--- src/rtl/ps2_rx.sv ---
// -----------------------------------------------------------------------------
// ps2_rx -- PS/2 keyboard receiver (device-to-host frames)
//
// Oversamples the keyboard clock/data pins in the clk domain, deframes 11-bit
// PS/2 frames (start, 8 data LSB-first, odd parity, stop) and keeps the two
// most recently received scan-code bytes in a 16-bit window.
//
// Parameters:
//   SYNC_STAGES    : synchronizer depth on kb_clk and kb_data (>= 2)
//   TIMEOUT_CYCLES : clk cycles without a kb_clk falling edge, mid-frame,
//                    before the partial frame is abandoned
//
// Ports:
//   clk        in   system clock, rising edge
//   kb_clk     in   PS/2 clock pin (asynchronous, idle high)
//   kb_data    in   PS/2 data pin (asynchronous, idle high)
//   buffer_out out  {previous byte, latest byte}; [7:0] is the newest code
//   rst        in   asynchronous active-high reset
//
// Build option:
//   PS2_PARITY_CHECK_EN -- when defined, frames with bad odd parity or a stop
//   bit of 0 are dropped; when undefined every frame reaching STOP is kept.
// -----------------------------------------------------------------------------
module ps2_rx #(
  parameter int SYNC_STAGES    = 2,
  parameter int TIMEOUT_CYCLES = 4096
) (
  input  logic        clk,
  input  logic        kb_clk,
  input  logic        kb_data,
  output logic [15:0] buffer_out,
  input  logic        rst
);

  localparam int             WD_W   = $clog2(TIMEOUT_CYCLES + 1);
  localparam logic [WD_W-1:0] WD_MAX = WD_W'(TIMEOUT_CYCLES);

  typedef enum logic [1:0] {
    ST_IDLE   = 2'd0,
    ST_DATA   = 2'd1,
    ST_PARITY = 2'd2,
    ST_STOP   = 2'd3
  } state_t;

  logic [SYNC_STAGES-1:0] r_clk_sync;
  logic [SYNC_STAGES-1:0] r_data_sync;
  logic                   r_clk_prev;
  state_t                 r_state;
  state_t                 w_state_nxt;
  logic [2:0]             r_bit_cnt;
  logic [7:0]             r_shift;
  logic [WD_W-1:0]        r_wdog;
  logic [15:0]            r_buffer;
  logic                   w_clk_s;
  logic                   w_data_s;
  logic                   w_fall;
  logic                   w_timeout;
  logic                   w_frame_ok;
  logic                   w_accept;

`ifdef PS2_PARITY_CHECK_EN
  logic                   r_parity;

  // Odd parity holds when data plus parity bit carry an odd number of ones.
  function automatic logic odd_parity_ok(input logic [7:0] data, input logic par);
    odd_parity_ok = ^{data, par};
  endfunction

  // Parity bit is only needed when frames are being qualified.
  always_ff @(posedge clk or posedge rst) begin
    if (rst) begin
      r_parity <= 1'b0;
    end else if ((r_state == ST_PARITY) && w_fall) begin
      r_parity <= w_data_s;
    end
  end

  // Stop bit is judged live, in the same cycle its edge is detected.
  assign w_frame_ok = odd_parity_ok(r_shift, r_parity) & w_data_s;
`else
  assign w_frame_ok = 1'b1;
`endif

  assign w_clk_s    = r_clk_sync[SYNC_STAGES-1];
  assign w_data_s   = r_data_sync[SYNC_STAGES-1];
  assign w_fall     = r_clk_prev & ~w_clk_s;
  assign w_timeout  = (r_wdog == WD_MAX);
  assign buffer_out = r_buffer;

  // Pin synchronizers plus the extra kb_clk stage for edge detection; they
  // reset to the idle line level so reset release cannot fake an edge.
  always_ff @(posedge clk or posedge rst) begin
    if (rst) begin
      r_clk_sync  <= {SYNC_STAGES{1'b1}};
      r_data_sync <= {SYNC_STAGES{1'b1}};
      r_clk_prev  <= 1'b1;
    end else begin
      r_clk_sync  <= {r_clk_sync[SYNC_STAGES-2:0], kb_clk};
      r_data_sync <= {r_data_sync[SYNC_STAGES-2:0], kb_data};
      r_clk_prev  <= w_clk_s;
    end
  end

  // FSM state register.
  always_ff @(posedge clk or posedge rst) begin
    if (rst) begin
      r_state <= ST_IDLE;
    end else begin
      r_state <= w_state_nxt;
    end
  end

  // Next-state and frame-accept decode. A real edge wins over a watchdog
  // expiry landing in the same cycle.
  always_comb begin
    w_state_nxt = r_state;
    w_accept    = 1'b0;
    case (r_state)
      ST_IDLE: begin
        if (w_fall && !w_data_s) begin
          w_state_nxt = ST_DATA;
        end else begin
          w_state_nxt = ST_IDLE;
        end
      end
      ST_DATA: begin
        if (w_fall) begin
          if (r_bit_cnt == 3'd7) begin
            w_state_nxt = ST_PARITY;
          end else begin
            w_state_nxt = ST_DATA;
          end
        end else if (w_timeout) begin
          w_state_nxt = ST_IDLE;
        end else begin
          w_state_nxt = ST_DATA;
        end
      end
      ST_PARITY: begin
        if (w_fall) begin
          w_state_nxt = ST_STOP;
        end else if (w_timeout) begin
          w_state_nxt = ST_IDLE;
        end else begin
          w_state_nxt = ST_PARITY;
        end
      end
      ST_STOP: begin
        if (w_fall) begin
          w_state_nxt = ST_IDLE;
          w_accept    = w_frame_ok;
        end else if (w_timeout) begin
          w_state_nxt = ST_IDLE;
        end else begin
          w_state_nxt = ST_STOP;
        end
      end
      default: begin
        w_state_nxt = ST_IDLE;
      end
    endcase
  end

  // Bit counter, LSB-first shift register and the 2-byte output window.
  always_ff @(posedge clk or posedge rst) begin
    if (rst) begin
      r_bit_cnt <= 3'd0;
      r_shift   <= 8'h00;
      r_buffer  <= 16'h0000;
    end else begin
      if (r_state == ST_IDLE) begin
        r_bit_cnt <= 3'd0;
      end else if ((r_state == ST_DATA) && w_fall) begin
        r_bit_cnt <= r_bit_cnt + 3'd1;
      end
      if ((r_state == ST_DATA) && w_fall) begin
        r_shift <= {w_data_s, r_shift[7:1]};
      end
      if (w_accept) begin
        r_buffer <= {r_buffer[7:0], r_shift};
      end
    end
  end

  // Mid-frame watchdog: idle in IDLE, restarted by every kb_clk falling edge,
  // saturates at the limit so the FSM sees a stable expiry.
  always_ff @(posedge clk or posedge rst) begin
    if (rst) begin
      r_wdog <= '0;
    end else if ((r_state == ST_IDLE) || w_fall) begin
      r_wdog <= '0;
    end else if (!w_timeout) begin
      r_wdog <= r_wdog + WD_W'(1);
    end
  end

endmodule

--- config.mk ---
export PLATFORM = sky130hd
export DESIGN_NAME = ps2_rx
export DESIGN_NICKNAME = d
export VERILOG_FILES = /design/src/rtl/ps2_rx.sv
export SDC_FILE = /design/constraint.sdc
export NUM_CORES = 1
export LEC_CHECK = 0
export ABC_AREA = 0
export CORE_ASPECT_RATIO = 1.5
export CORE_MARGIN = 5
export CORE_UTILIZATION = 50
export DETAILED_ROUTE_END_ITERATION = 10
export PLACE_DENSITY = 0.72
export SYNTH_ARGS = -nofsm -noshare
export SYNTH_HDL_FRONTEND = slang
export SYNTH_SLANG_ARGS = --single-unit
--- constraint.sdc ---
create_clock -name clk -period 1.5 [get_ports clk]
set_input_delay 0.15 -clock clk [delete_from_list [all_inputs] [get_ports clk]]
set_output_delay 0.15 -clock clk [all_outputs]
set_load 0.01 [all_outputs]
# Word level (Yosys, flattened, before mapping)
# Index checks and enable logic that the tools add are counted.
[classes]
n_reduce_logical = 6
mux = 15
add_sub_neg = 2
n_bitwise = 2
n_eq_ne = 6
[ops]
columns = ["op", "n"]
rows = [
  ["2-to-1 mux 13 bit", 2],
  ["adder 13 x 1 -> 13 bit, second input constant", 1],
  ["== test 13 bit, second input constant", 1],
  ["2-to-1 mux 2 bit", 6],
  ["one-hot mux 2 bit (4 select lines)", 1],
  ["2-to-1 mux 3 bit", 2],
  ["== test 2 bit, second input constant", 2],
  ["2-to-1 mux 1 bit", 4],
  ["adder 3 x 1 -> 3 bit, second input constant", 1],
  ["== test 3 bit, second input constant", 1],
  ["== test 2 x 1 -> 1 bit, second input constant", 1],
  ["logical AND 1 bit", 2],
  ["zero test 2 bit", 1],
  ["inequality test 2 x 1 -> 1 bit, second input constant", 1],
  ["nonzero test 2 bit", 1],
  ["bitwise AND 1 bit", 1],
  ["zero test 1 bit", 1],
  ["logical OR 1 bit", 1],
  ["NOT 1 bit", 1],
]
[totals]
output_inout_bits = 16
regBits = 47
inputBits = 4
wordCells = 39

# Depth between registers and ports, before layout
[logic_depth]
word_depth = 5
mapped_depth = 6

# Least setup slack after synthesis
# Ideal clock, no wire load.
[synth_path]
path_type = "register to register"
start = "register r_clk_prev"
end = "register r_shift[0]"
setup_time_ps = 125
setup_slack_ps = -60
period_less_slack_ps = 1560
stages_incl_launch_ff = 6
t_arrival_ps = 1436
cell_sequence = "dfstp_2 nand2b_1 buf_2 nor3b_2 buf_4 mux2_2"
[synth_via]
elab_chain_len = 2
[synth_rtl]
columns = ["element", "line_no", "rtl"]
rows = [
  ["from (decl)", "47", "logic r_clk_prev;"],
  ["from (signal assigned)", "100", "r_clk_prev <= w_clk_s;"],
  ["bitwise AND 1 bit", "86", "assign w_fall = r_clk_prev & ~w_clk_s;"],
  ["logical AND 1 bit", "176", "if ((r_state == ST_DATA) && w_fall) begin"],
  ["to (signal assigned)", "177", "r_shift <= {w_data_s, r_shift[7:1]};"],
  ["to (decl)", "51", "logic [7:0] r_shift;"],
]
# Every way passes these cells.
# A chain may end at the register's enable or synchronous reset.

# Worst setup path after layout
[layout_path]
start = "register r_clk_prev"
end = "register r_shift[1]"
# Same word-level chain as after synthesis.

==> impl_metrics.tcl <==
set metrics [dict create \
    report.final.hold_viol_count 0 \
    slew_headroom_pct 67.1 \
    coreArea_um2 3960 \
    synth_area_um2 2050 \
    nets 199 \
    ant_nets 0 \
    slew_viol_final 0 \
    first_iter_violations 20 \
    drt_pass1_iterations 4 \
    cap_violations 0 \
    diodes 0 \
    grt_usage_pct 15.1 \
    startpoint_type "flip-flop" \
    grt_pass1_vias 1362 \
    layout_commonest_cell "dfrtp_1" \
    fin_skew_ns 0.00395 \
    synth_ff_type "dfrtp_1" \
    drive_above_1_share_pct 35.4 \
    layout_common_cells "40 x dfrtp_1, 19 x clkdlybuf4s50_1, 18 x mux2_2, 12 x buf_4, 9 x nand3_1" \
    ys_top_cells_by_area "dfrtp_1 51%, mux2_2 14%, dfstp_2 6.4%" \
    grt-ovfl-total 0 \
    cts.clk_slew.worst_paths_ns 0.09 \
    cts_made_buffers 5 \
    critical-path-max-stage-delay_ns 0.59 \
    clkLatencyLatePin_ns 0.29 \
    syn_nets 167 \
    setup-violations-final 0 \
    rows 28 \
    grt_util_met2_pct 26.5 \
    critPathKind "flip-flop to flip-flop" \
    grt_pass1_wl_mm 6.64 \
    reg2reg_depth 4 \
    use_met3_pct 3.56 \
    grt_start_max_net_pins 17 \
    place_congestion 0.753 \
    io_pins 20 \
    fin_setup_tns_ns 0 \
    end_kind "flip-flop" \
    fmax_mhz 678 \
    cp_cell_sequence "nand2b_4, nor3b_4, buf_6, mux2_4" \
    post-route-util_pct 64.7 \
    crit_required_ns 1.68 \
    finalCriticalPeriod_ns 1.47 \
    die_height_um 88.3 \
    synth-edff-count 0 \
    synth_area_leader_cell "dfrtp_1" \
    num_vias 1338 \
    fin_crit_sh_pct 98.3 \
    synth.distinct_cells 37 \
    syn_to_final_growth_pct 25.1 \
    die_x_um 62.2 \
    htree_num_levels 2 \
    rsz0062_at_grt "true" \
    synth_seq_cells 47 \
    syn_inst 159 \
    drt-total-wl_mm 3.89 \
    status "completed" \
    hpwl_mm 2.82 \
    grt_antenna_before_repair 0 \
    cp_slowest_cell "dfstp_2" \
    cts_root_buf "clkbuf_8" \
    busiest_layer "met2" \
    cp.arrival_ns 1.66 \
    clock-sinks 47 \
    synth_top_area_share_pct 51.4 \
    clockBufferDepth 2 \
    seq_area_frac_synth_pct 57.8 \
    ir_worst_vdd_v 0.000885 \
    start_util_pct 51.7 \
    ys_warn_count 0 \
    use_met1_pct 18.3 \
    worstMarginPinSlew_ns 0.490 \
    leakagePower_nw 1.17 \
    die-area_um2 5500 \
    synthArstFlopShare_pct 100 \
    drc 0 \
    cts_tree "built" \
    power_density_nw_per_um2 1080 \
    hold_class "input pin to async pin" \
    holdBufCountCts 0 \
    via_per_inst 5.65 \
    holdWs_ns 0.127 \
    cp_max_fo 5 \
    syn_area_per_cell_um2 12.9 \
    avgRoutedWirePerCell_um 16.4 \
    place_inst 226 \
    port_buffers 19 \
    fin_cells 237 \
]
sequential cells by signal, indices dropped and copies added (netlist names):
name         cells
r_bit_cnt        3
r_state          2
buffer_out      16
r_data_sync      2
r_clk_sync       2
r_shift          8
r_clk_prev       1
r_wdog          13
metal layers:
metal	vias to the layer above	share of wire [%]
li1	637	-
met1	675	41
met2	20	54
met3	6	3.2
met4	0	1.4
met5	-	0
metrics by stage:
stage / cell area, um2 / power [W] / setup WS [ns]
final: 2560 / 0.00276 / 0.0250
after global routing: 2560 / 0.00290 / -0.0277
after global placement: 2370 / 0.00182 / 0.000811
after CTS: 2490 / 0.00277 / -0.00625
after floorplan: 2090 / 0.00173 / -0.00509
after detailed placement: 2370 / 0.00184 / -0.0163
layout make-up:
class	instances	area (um2)
timing repair buffer	33	303
inverter	8	30.0
clock inverter	3	43.8
multi-input combinational	96	873
sequential	47	1180
tap	45	56.3
fill	295	1400
clock buffer	5	68.8
power by group:
part | leakage [nW] | total [W] | internal [W] | switching [W]
Clock | 0.0581 | 0.000916 | 0.000496 | 0.000420
Sequential | 0.622 | 0.00150 | 0.00139 | 0.000110
Combinational | 0.493 | 0.000343 | 0.000217 | 0.000126
Total | 1.17 | 0.00276 | 0.00210 | 0.000656
worst max-delay path, delay by kind of cell, from the launching register on:
kind | cells | cell delay (ns)
buffers and inverters | 1 | 0.17
flip-flops | 1 | 0.59
multiplexers | 1 | 0.30
AND/OR/NAND/NOR | 2 | 0.31
final timing paths:
kind | slack, ns | end | startpoint
max in group asynchronous | 0.82 | r_wdog[5]$_DFFE_PP0P_ | rst
hold reg to reg | 0.37 | r_data_sync[1]$_DFF_PP1_ | r_data_sync[0]$_DFF_PP1_
hold / removal | 0.13 | buffer_out[1]$_DFFE_PP0P_ | rst
min in group clk | 0.26 | r_clk_sync[0]$_DFF_PP1_ | kb_clk
setup / recovery | 0.03 | r_shift[1]$_DFFE_PP0P_ | r_clk_prev$_DFF_PP1_
setup reg to reg | 0.03 | r_shift[1]$_DFFE_PP0P_ | r_clk_prev$_DFF_PP1_
cells in the mapped netlist (all sizes together) (4+ instances only):
cell type / number
mux2: 26
ha: 4
o21ai: 4
or4: 4
nand3: 9
inv: 8
clkbuf: 4
nand2: 7
buf: 4
dfrtp: 42
o31ai: 4
mux2i: 4
a21oi: 6
dfstp: 5
what timing repair did:
action | in CTS | in global routing
pin swaps | 1 | 3
gates resized for setup | 3 | 11
endpoints found under the hold margin | 0 | 0
setup endpoints to repair | 5 | 19
setup buffers | 0 | 3
cells by family after synthesis:
group	share of synthesized area [%]
DFF	57.8
AOI/OAI and AO/OA	6.06
and+or+nand+nor	13.2
muxes	16.3
adders and majority gates	2.45
buffers and inverters	3.43
xor gates and xnor gates	0.856
Power figures use the tool's default switching activity.
